**config.mk**
```make
export PLATFORM = sky130hd
export DESIGN_NAME = reg_wb_arbiter
export DESIGN_NICKNAME = d
export VERILOG_FILES = /design/src/rtl/rf_pkg.sv /design/src/rtl/rr_arbiter.sv /design/src/rtl/reg_wb_arbiter.sv
export SDC_FILE = /design/constraint.sdc
export NUM_CORES = 1
export LEC_CHECK = 0
export ABC_AREA = 1
export CORE_ASPECT_RATIO = 0.75
export CORE_MARGIN = 10
export CORE_UTILIZATION = 40
export CTS_CLUSTER_DIAMETER = 80
export DETAILED_ROUTE_END_ITERATION = 6
export HOLD_SLACK_MARGIN = 0.15
export PLACE_DENSITY = 0.81
export SLEW_MARGIN = 15
export SYNTH_ARGS = -nofsm -noshare
export SYNTH_HDL_FRONTEND = slang
export SYNTH_SLANG_ARGS = --single-unit
export TNS_END_PERCENT = 100
```
**constraint.sdc**
```tcl
create_clock -name clk -period 2.75 [get_ports clk]
set_input_delay 0.55 -clock clk [delete_from_list [all_inputs] [get_ports clk]]
set_output_delay 0.55 -clock clk [all_outputs]
set_load 0.05 [all_outputs]
```
**src/rtl/rf_pkg.sv**
```systemverilog
// Shared register-file constants and the write-back FSM state type.
// Imported by the write-back arbiter and its round-robin selector.
package rf_pkg;

    localparam int ADDR_W    = 5;
    localparam int DATA_W    = 32;
    localparam int REG_COUNT = 2 ** ADDR_W;

    typedef enum logic {
        INIT = 1'b0,
        RUN  = 1'b1
    } wb_state_e;

    // Index width for n requesters; never zero so a single-bit pointer still exists.
    function automatic int ptr_w(input int n);
        return (n > 1) ? $clog2(n) : 1;
    endfunction

endpackage

```
**src/rtl/rr_arbiter.sv**
```systemverilog
// Combinational round-robin selector: first asserted request at or after ptr_i, with wrap.
// The pointer register itself lives in the caller.
module rr_arbiter #(
    parameter int N     = 3,
    parameter int PTR_W = 2
) (
    input  logic [N-1:0]     req_i,
    input  logic [PTR_W-1:0] ptr_i,
    output logic [N-1:0]     grant_o,
    output logic [PTR_W-1:0] grant_idx_o
);

    logic             found;
    int               pos;
    logic [PTR_W-1:0] pos_idx;

    always_comb begin
        grant_o     = '0;
        grant_idx_o = '0;
        found       = 1'b0;
        pos         = 0;
        pos_idx     = '0;
        for (int off = 0; off < N; off++) begin
            pos = int'(ptr_i) + off;
            if (pos >= N) begin
                pos = pos - N;
            end
            pos_idx = PTR_W'(pos);
            if (!found && req_i[pos_idx]) begin
                found            = 1'b1;
                grant_o[pos_idx] = 1'b1;
                grant_idx_o      = pos_idx;
            end
        end
    end

endmodule

```
**src/rtl/reg_wb_arbiter.sv**
```systemverilog
// Sole owner of the register file write port: clears x1..x(2**ADDR_W-1) after reset,
// then round-robins write-back requests onto a registered write port.
module reg_wb_arbiter
    import rf_pkg::*;
#(
    parameter int NUM_REQ = 3,
    parameter int DATA_W  = rf_pkg::DATA_W,
    parameter int ADDR_W  = rf_pkg::ADDR_W
) (
    input  logic                      clk,
    input  logic                      reset,
    input  logic [NUM_REQ-1:0]        req_valid,
    input  logic [NUM_REQ*ADDR_W-1:0] req_rd,
    input  logic [NUM_REQ*DATA_W-1:0] req_data,
    output logic [NUM_REQ-1:0]        req_ready,
    output logic                      rf_reg_write,
    output logic [ADDR_W-1:0]         rf_rd,
    output logic [DATA_W-1:0]         rf_write_data,
    output logic                      init_busy
);

    localparam int                PTR_W   = ptr_w(NUM_REQ);
    localparam logic [ADDR_W-1:0] LAST_RD = {ADDR_W{1'b1}};
    localparam logic [PTR_W-1:0]  LAST_PTR = PTR_W'(NUM_REQ - 1);

    wb_state_e          state_q, state_d;
    logic [ADDR_W-1:0]  clr_cnt_q, clr_cnt_d;
    logic [PTR_W-1:0]   rr_ptr_q, rr_ptr_d;
    logic               wr_q, wr_d;
    logic [ADDR_W-1:0]  rd_q, rd_d;
    logic [DATA_W-1:0]  data_q, data_d;

    logic [NUM_REQ-1:0] grant;
    logic [PTR_W-1:0]   grant_idx;
    logic [ADDR_W-1:0]  sel_rd;
    logic [DATA_W-1:0]  sel_data;
    logic               xfer;

    rr_arbiter #(
        .N     (NUM_REQ),
        .PTR_W (PTR_W)
    ) u_rr (
        .req_i       (req_valid),
        .ptr_i       (rr_ptr_q),
        .grant_o     (grant),
        .grant_idx_o (grant_idx)
    );

    // Grant is one-hot, so a priority-free select is enough.
    always_comb begin
        sel_rd   = '0;
        sel_data = '0;
        for (int i = 0; i < NUM_REQ; i++) begin
            if (grant[i]) begin
                sel_rd   = req_rd[i*ADDR_W +: ADDR_W];
                sel_data = req_data[i*DATA_W +: DATA_W];
            end
        end
    end

    // Handshake: a requester raises valid and holds rd/data until it sees ready in the
    // same cycle; valid & ready at a rising edge is one transfer. Ready is never given in INIT.
    assign req_ready = (state_q == RUN) ? grant : '0;
    assign xfer      = |req_ready;

    always_comb begin
        state_d   = state_q;
        clr_cnt_d = clr_cnt_q;
        rr_ptr_d  = rr_ptr_q;
        wr_d      = 1'b0;
        rd_d      = rd_q;
        data_d    = data_q;
        case (state_q)
            INIT: begin
                wr_d      = 1'b1;
                rd_d      = clr_cnt_q;
                data_d    = '0;
                clr_cnt_d = clr_cnt_q + 1'b1;
                if (clr_cnt_q == LAST_RD) begin
                    state_d = RUN;
                end
            end
            RUN: begin
                if (xfer) begin
                    // x0 is hard-wired zero: consume the request but suppress the write.
                    wr_d     = |sel_rd;
                    rd_d     = sel_rd;
                    data_d   = sel_data;
                    rr_ptr_d = (grant_idx == LAST_PTR) ? '0 : grant_idx + 1'b1;
                end
            end
            default: begin
                state_d = INIT;
            end
        endcase
    end

    always_ff @(posedge clk) begin
        if (!reset) begin
            state_q   <= INIT;
            clr_cnt_q <= ADDR_W'(1);
            rr_ptr_q  <= '0;
            wr_q      <= 1'b0;
            rd_q      <= '0;
            data_q    <= '0;
        end else begin
            state_q   <= state_d;
            clr_cnt_q <= clr_cnt_d;
            rr_ptr_q  <= rr_ptr_d;
            wr_q      <= wr_d;
            rd_q      <= rd_d;
            data_q    <= data_d;
        end
    end

    assign rf_reg_write  = wr_q;
    assign rf_rd         = rd_q;
    assign rf_write_data = data_q;
    assign init_busy     = (state_q == INIT);

endmodule
```
[After elaboration in Yosys (flattened, before gate mapping)]
Index checks and enable logic that the tools add are counted.
Storage, ports and cells
  register bits: 46
  input port bits: 116
  output and inout port bits: 42
Operators by class
  add/subtract/negate cells: 7
  $lt $le $gt $ge: 9
  equality and inequality tests: 3
  muxes and demuxes: 39
  bitwise operators: 3
  reductions and logical operators: 10
Operators with widths (number)
  32-bit 2-to-1 mux: 4
  32-bit one-hot mux with 2 select lines: 1
  5-bit 2-to-1 mux: 4
  2-bit 2-to-1 mux: 7
  3-bit 2-to-1 mux: 4
  1-bit 2-to-1 mux: 11
  5-bit one-hot mux with 2 select lines: 1
  2-bit by 3-bit < comparator with 1-bit output, second input constant: 3
  1-bit binary-select mux with 2-bit select: 3
  1-bit demux with 2-bit select: 3
  2-bit by 1-bit >= comparator with 1-bit output, second input constant: 3
  3-bit by 2-bit >= comparator with 1-bit output, second input constant: 2
  3-bit OR: 2
  5-bit by 1-bit adder with 5-bit output, second input constant: 1
  5-bit equality test, second input constant: 1
  1-bit logical AND: 5
  5-bit OR reduction: 1
  2-bit by 1-bit subtractor with 2-bit output, second input constant: 2
  2-bit by 1-bit adder with 3-bit output, second input constant: 1
  2-bit by 2-bit adder with 3-bit output, second input constant: 1
  3-bit OR reduction: 1
  2-bit by 1-bit adder with 2-bit output, second input constant: 1
  2-bit equality test, second input constant: 1
  2-bit >= comparator, second input constant: 1
  other kinds (6): 7

[Longest topological paths before layout]
  word-level depth: 17
  gate-level depth with buffers: 19

[Hierarchy]
From an unflattened synthesis, not the netlist that was laid out.
Second synthesis, totals
  cells, all modules: 424
  area total of the unflattened synthesis: 2785.2 um^2
By module, submodules not included
  reg_wb_arbiter: times used 1, cells each 362, area an instance 2468.6 um^2
  rr_arbiter: times used 1, cells each 62, area an instance 316.6 um^2

[Worst setup path after synthesis]
Ideal clock, no wire load.
  path kind: reg-to-output
  from: register rr_ptr_q[0]
  to: output req_ready[2]
  data arrival time: 2355 ps
  required time: 2200 ps
  path slack: -155 ps
  stages on the path, launching flop included: 14
  cell sequence: dfxtp_1 > inv_1 > ha_1 > inv_2 > nand2_1 > nand3_2 > nand2_4 > nor2_4 > nand3_1 > nand2_2 > inv_2 > buf_6 > buf_4 > nor2_1
On the way
  cells in the longest elaborated chain, start to end: 12
  elaborated cells between the ends (all ways): 44
  those cells by class: add/sub (5); order compare (9); mux (21); bitwise (2); reduce/logical (7)
RTL lines
  from (decl): RTL line reg_wb_arbiter.sv:28  | logic [PTR_W-1:0] rr_ptr_q, rr_ptr_d;
  from (signal assigned): RTL line reg_wb_arbiter.sv:109  | rr_ptr_q <= rr_ptr_d;
  2-bit by 1-bit adder with 3-bit output, or another cell as far along: RTL line rr_arbiter.sv:24  | pos = int'(ptr_i) + off;
  3-bit by 2-bit >= comparator with 1-bit output, or another cell as far along: RTL line rr_arbiter.sv:25  | if (pos >= N) begin
  2-bit 2-to-1 mux, or another cell as far along: RTL line rr_arbiter.sv:25
  2-bit by 3-bit < comparator with 1-bit output (not written as such), or another cell as far along: RTL line rr_arbiter.sv:31  | grant_o[pos_idx] = 1'b1;
  1-bit logical AND (not written as such), or another cell as far along: RTL line rr_arbiter.sv:31
  1-bit 2-to-1 mux (not written as such), or another cell as far along: RTL line rr_arbiter.sv:31
  1-bit demux with 2-bit select, or another cell as far along
  3-bit OR (no source line) / 1-bit 2-to-1 mux (equally long branches)
  3-bit 2-to-1 mux / 1-bit logical NOT (equally long branches): RTL line rr_arbiter.sv:29  | if (!found && req_i[pos_idx]) begin
  3-bit OR (no source line) / 1-bit logical AND (equally long branches)
  3-bit 2-to-1 mux *: RTL line rr_arbiter.sv:29
  3-bit 2-to-1 mux *: RTL line reg_wb_arbiter.sv:63  | assign req_ready = (state_q == RUN) ? grant : '0;
  to (decl): RTL line reg_wb_arbiter.sv:15  | output logic [NUM_REQ-1:0] req_ready,
Mark *: on every way between the ends. The rest lies on a longest branch, timed or not. The select of a mux whose other input is x is not followed.

[Worst setup path in the final report]
  from: input req_valid[0]
  to: output req_ready[2]
On the way
  cells in the longest elaborated chain, start to end: 10
  elaborated cells between the ends (all ways): 18
  those cells by class: mux (12); bitwise (2); reduce/logical (4)
RTL lines
  from (decl): RTL line reg_wb_arbiter.sv:12  | input logic [NUM_REQ-1:0] req_valid,
  1-bit binary-select mux with 2-bit select: RTL line rr_arbiter.sv:29
  1-bit 2-to-1 mux (not written as such): RTL line rr_arbiter.sv:29
  1-bit 2-to-1 mux: RTL line rr_arbiter.sv:29
  1-bit logical NOT: RTL line rr_arbiter.sv:29
  1-bit logical AND: RTL line rr_arbiter.sv:29
  1-bit 2-to-1 mux: RTL line rr_arbiter.sv:29
  1-bit logical NOT: RTL line rr_arbiter.sv:29
  1-bit logical AND: RTL line rr_arbiter.sv:29
  3-bit 2-to-1 mux *: RTL line rr_arbiter.sv:29
  3-bit 2-to-1 mux *: RTL line reg_wb_arbiter.sv:63
Marks and branches as above.

==> summary.txt <==
Status
  – Status: complete, no violations

Power and ir drop
  – Peak supply drop: 232 uV
  – Static Leak: 0.00183 uW
  – Pwr Density: 358 nW/um^2

Die
  – Die width: 120 um
  – Core Region: 7330 sq um
  – Die height: 95.0 um
  – Starting Density: 40.9%
  – Top Ports: 158
  – Die footprint: 11400 sq um
  – FP Rows: 27

Logic synthesis
  – Top-area cell type share of the netlist area: 30.7%
  – Mapped cell area: 3000 sq um
  – FFs w/ async S/R, synth: 0%
  – Synth area leaders: dfxtp_1 (31%), nand2_1 (13%), a21oi_1 (11%), nand3_1 (7.7%), o211ai_1 (5.8%)
  – #FFs+latches synth: 46
  – Biggest area consumer among synthesized cells: dfxtp_1
  – Synth cell count leaders: nand2_1 (101), a21oi_1 (65), dfxtp_1 (46), nand3_1 (46), o211ai_1 (23)
  – Most numerous cell in the Yosys netlist: nand2_1
  – Net Count, Synth: 541
  – Prevailing post-synth register cell: dfxtp_1
  – Syn avg cell area: 7.16 sq um
  – Synth warnings: 0
  – Post-synth EDFFs: 0
  – Syn Inst Count: 419
  – Register area share after synthesis: 30.7%
  – Yosys cell types: 35

Timing
  – Period utilization: 98.3%
  – Period minus WS final: 2700 ps
  – Clock Skew: 7.93 ps
  – # setup viols final: 0
  – Final Hold Violating Endpoints: 0
  – Slew @ Worst Pin: 567 ps
  – F_max: 370 MHz
  – Fin. max-slew vios: 0
  – Relative slew slack: 62.1%

Clock network
  – CTS tree: yes
  – Clk buf depth: 2
  – # H-tree levels: 2
  – CTS clk-pin slew, worst paths: 80 ps
  – Cts hold-fix bufs: 0
  – CTS Root Cell: clkbuf_8
  – CTS buffer count: 5
  – Setup bufs post-CTS: 0
  – Worst-Skew Late Latency: 290 ps
  – CTS Sinks: 46

Routing
  – DR DRC count: 0
  – Routed vias: 3490
  – Wire per inst: 17.1 um
  – Via density: 5.23
  – DRT Pass-1 Iters: 4
  – Routed wire length: 11400 um
  – Post-route ant nets: 0
  – Starting DRC count in detailed routing: 169

Cells and area
  – Final Instance Area: 4800 sq um
  – Filler cell count in the final layout: 639
  – Nets@finish: 687
  – Layout cells sized above 1: 13.4%
  – # diodes: 0
  – Post-layout util: 65.5%
  – Area Growth Syn to Fin: 60.1%

Global routing
  – Global route overflow: 0
  – Initial antenna violation count: 0
  – Vias in the first global route: 3383
  – GRT Util Overall: 18.9%
  – Largest net degree at the start of global routing: 48
  – First-pass GRT wire length: 17800 um

Setup path
  – Crit path capture type: output port
  – Worst Setup Start Kind: input port
  – Required time worst endpoint: 2200 ps
  – Crit-path slowest cell: clkdlybuf4s50_1
  – Crit path kind: in2out
  – CP Max Fanout: 5
  – CP arrival: 2150 ps
  – Max stage delay on crit path: 530 ps
  – CP cell instances: clkdlybuf4s50_1, nand2_1, nand3_1, nand2_1, nor2_4, nand3_1, nand2_2, inv_2, nor2_4, buf_12

Hold path
  – HP Class: reg2reg

Placed design
  – Placed cell area: 4630 sq um
  – Input/output buffers: 157
  – GP Congestion: 0.830
  – Hpwl dp: 8810 um

Job
  – Max-cap violations: 0
[where the power goes]
group	switching (uW)	total (uW)	leakage, uW	internal, uW
Sequential	5.89	681	0.000374	675
Clock	221	609	0.0000714	388
Combinational	203	431	0.00139	228
[per-layer routing]
layer,wire length [um],vias to the layer above,part of all wire [%],GRT usage [%]
met4,55,0,0.48,2.10
li1,-,1721,-,-
met5,0,-,0,0
met1,4970,1630,43,23.4
met2,5420,130,47,32.5
met3,992,9,8.7,6.08
[sequential cells by signal (all words and copies together) (netlist names)]
| register | count |
|---|---|
| rf_write_data | 32 |
| clr_cnt_q | 5 |
| rf_rd | 5 |
| rr_ptr_q | 2 |
| rf_reg_write | 1 |
| state_q | 1 |
[timing repair]
action,4_1_cts,5_1_grt
gates cloned,0,0
resized for setup,3,4
endpoints found under the setup margin,2,3
[worst max-delay path, delay by kind of cell]
kind / cells / cell delay [ps]
buffers and inverters: 3 / 760
AND/OR/NAND/NOR: 7 / 840
[kinds of logic (layout without fill, tap and decap cells)]
logic type                 after synthesis  after routing  synth area share (%)
AOI/OAI and AO/OA                      125            125                  27.5
adders and majority gates                6              6                  2.50
xor gates and xnor gates                 1              1                 0.292
DFF                                     46             46                  30.7
buffers and inverters                   60            207                  12.1
and+or+nand+nor                        181            181                  27.0
[per-stage QoR]
stage               worst slack (ps)  hold slack (ps)  instances  power [uW]  setup TNS [ps]
floorplan                       15.0              422        419         909               0
global placement                 154              437        659        1120               0
detailed placement              91.0              458        659        1130               0
CTS                             42.1              471        667        1730               0
global route                   -53.1              495        667        1800           -94.5
finish                          47.4              470        667        1720               0
[placed cells by master, fill, tap and decap left out, types with 2 or more instances in the layout]
cell             synthesis  layout
clkdlybuf4s50_1          0     153
nand2_1                101     101
a21oi_1                 65      65
nand3_1                 46      46
dfxtp_1                 46      43
o211ai_1                23      23
inv_1                   16      16
nor2_1                  18      16
a21oi_2                 12      12
buf_4                    7      10
inv_2                    9       9
o211ai_2                 9       9
o21ai_0                  7       7
buf_12                   0       7
clkbuf_8                 0       6
nand2_2                  5       5
ha_1                     6       5
nor3_1                   4       4
dfxtp_2                  0       3
nand3_2                  2       2
nand2_4                  2       2
nor2_4                   1       2
o21ai_1                  2       2
o22ai_1                  2       2
a31oi_1                  2       2
bufinv_16                0       2
[path summary, 6_finish.rpt]
check	startpoint	to	slack (ps)	cells after the start
worst max-delay path	req_valid[0]	req_ready[2]	50	10
worst min register to register	rf_write_data[6]	rf_write_data[6]	470	2
worst max register to register	rr_ptr_q[0]	rf_reg_write	400	16
worst min-delay path	rf_write_data[6]	rf_write_data[6]	470	2
[cell type report]
| cell class | instances | area [sq um] | area share [%] |
|---|---|---|---|
| clock inverter | 2 | 60.1 | 1.25 |
| multi-input combinational | 313 | 1740 | 36.2 |
| sequential | 46 | 925 | 19.3 |
| inverter | 28 | 109 | 2.27 |
| timing repair buffer | 171 | 1760 | 36.6 |
| tap | 101 | 126 | 2.63 |
| clock buffer | 6 | 82.6 | 1.72 |
Power figures use the tool's default switching activity.
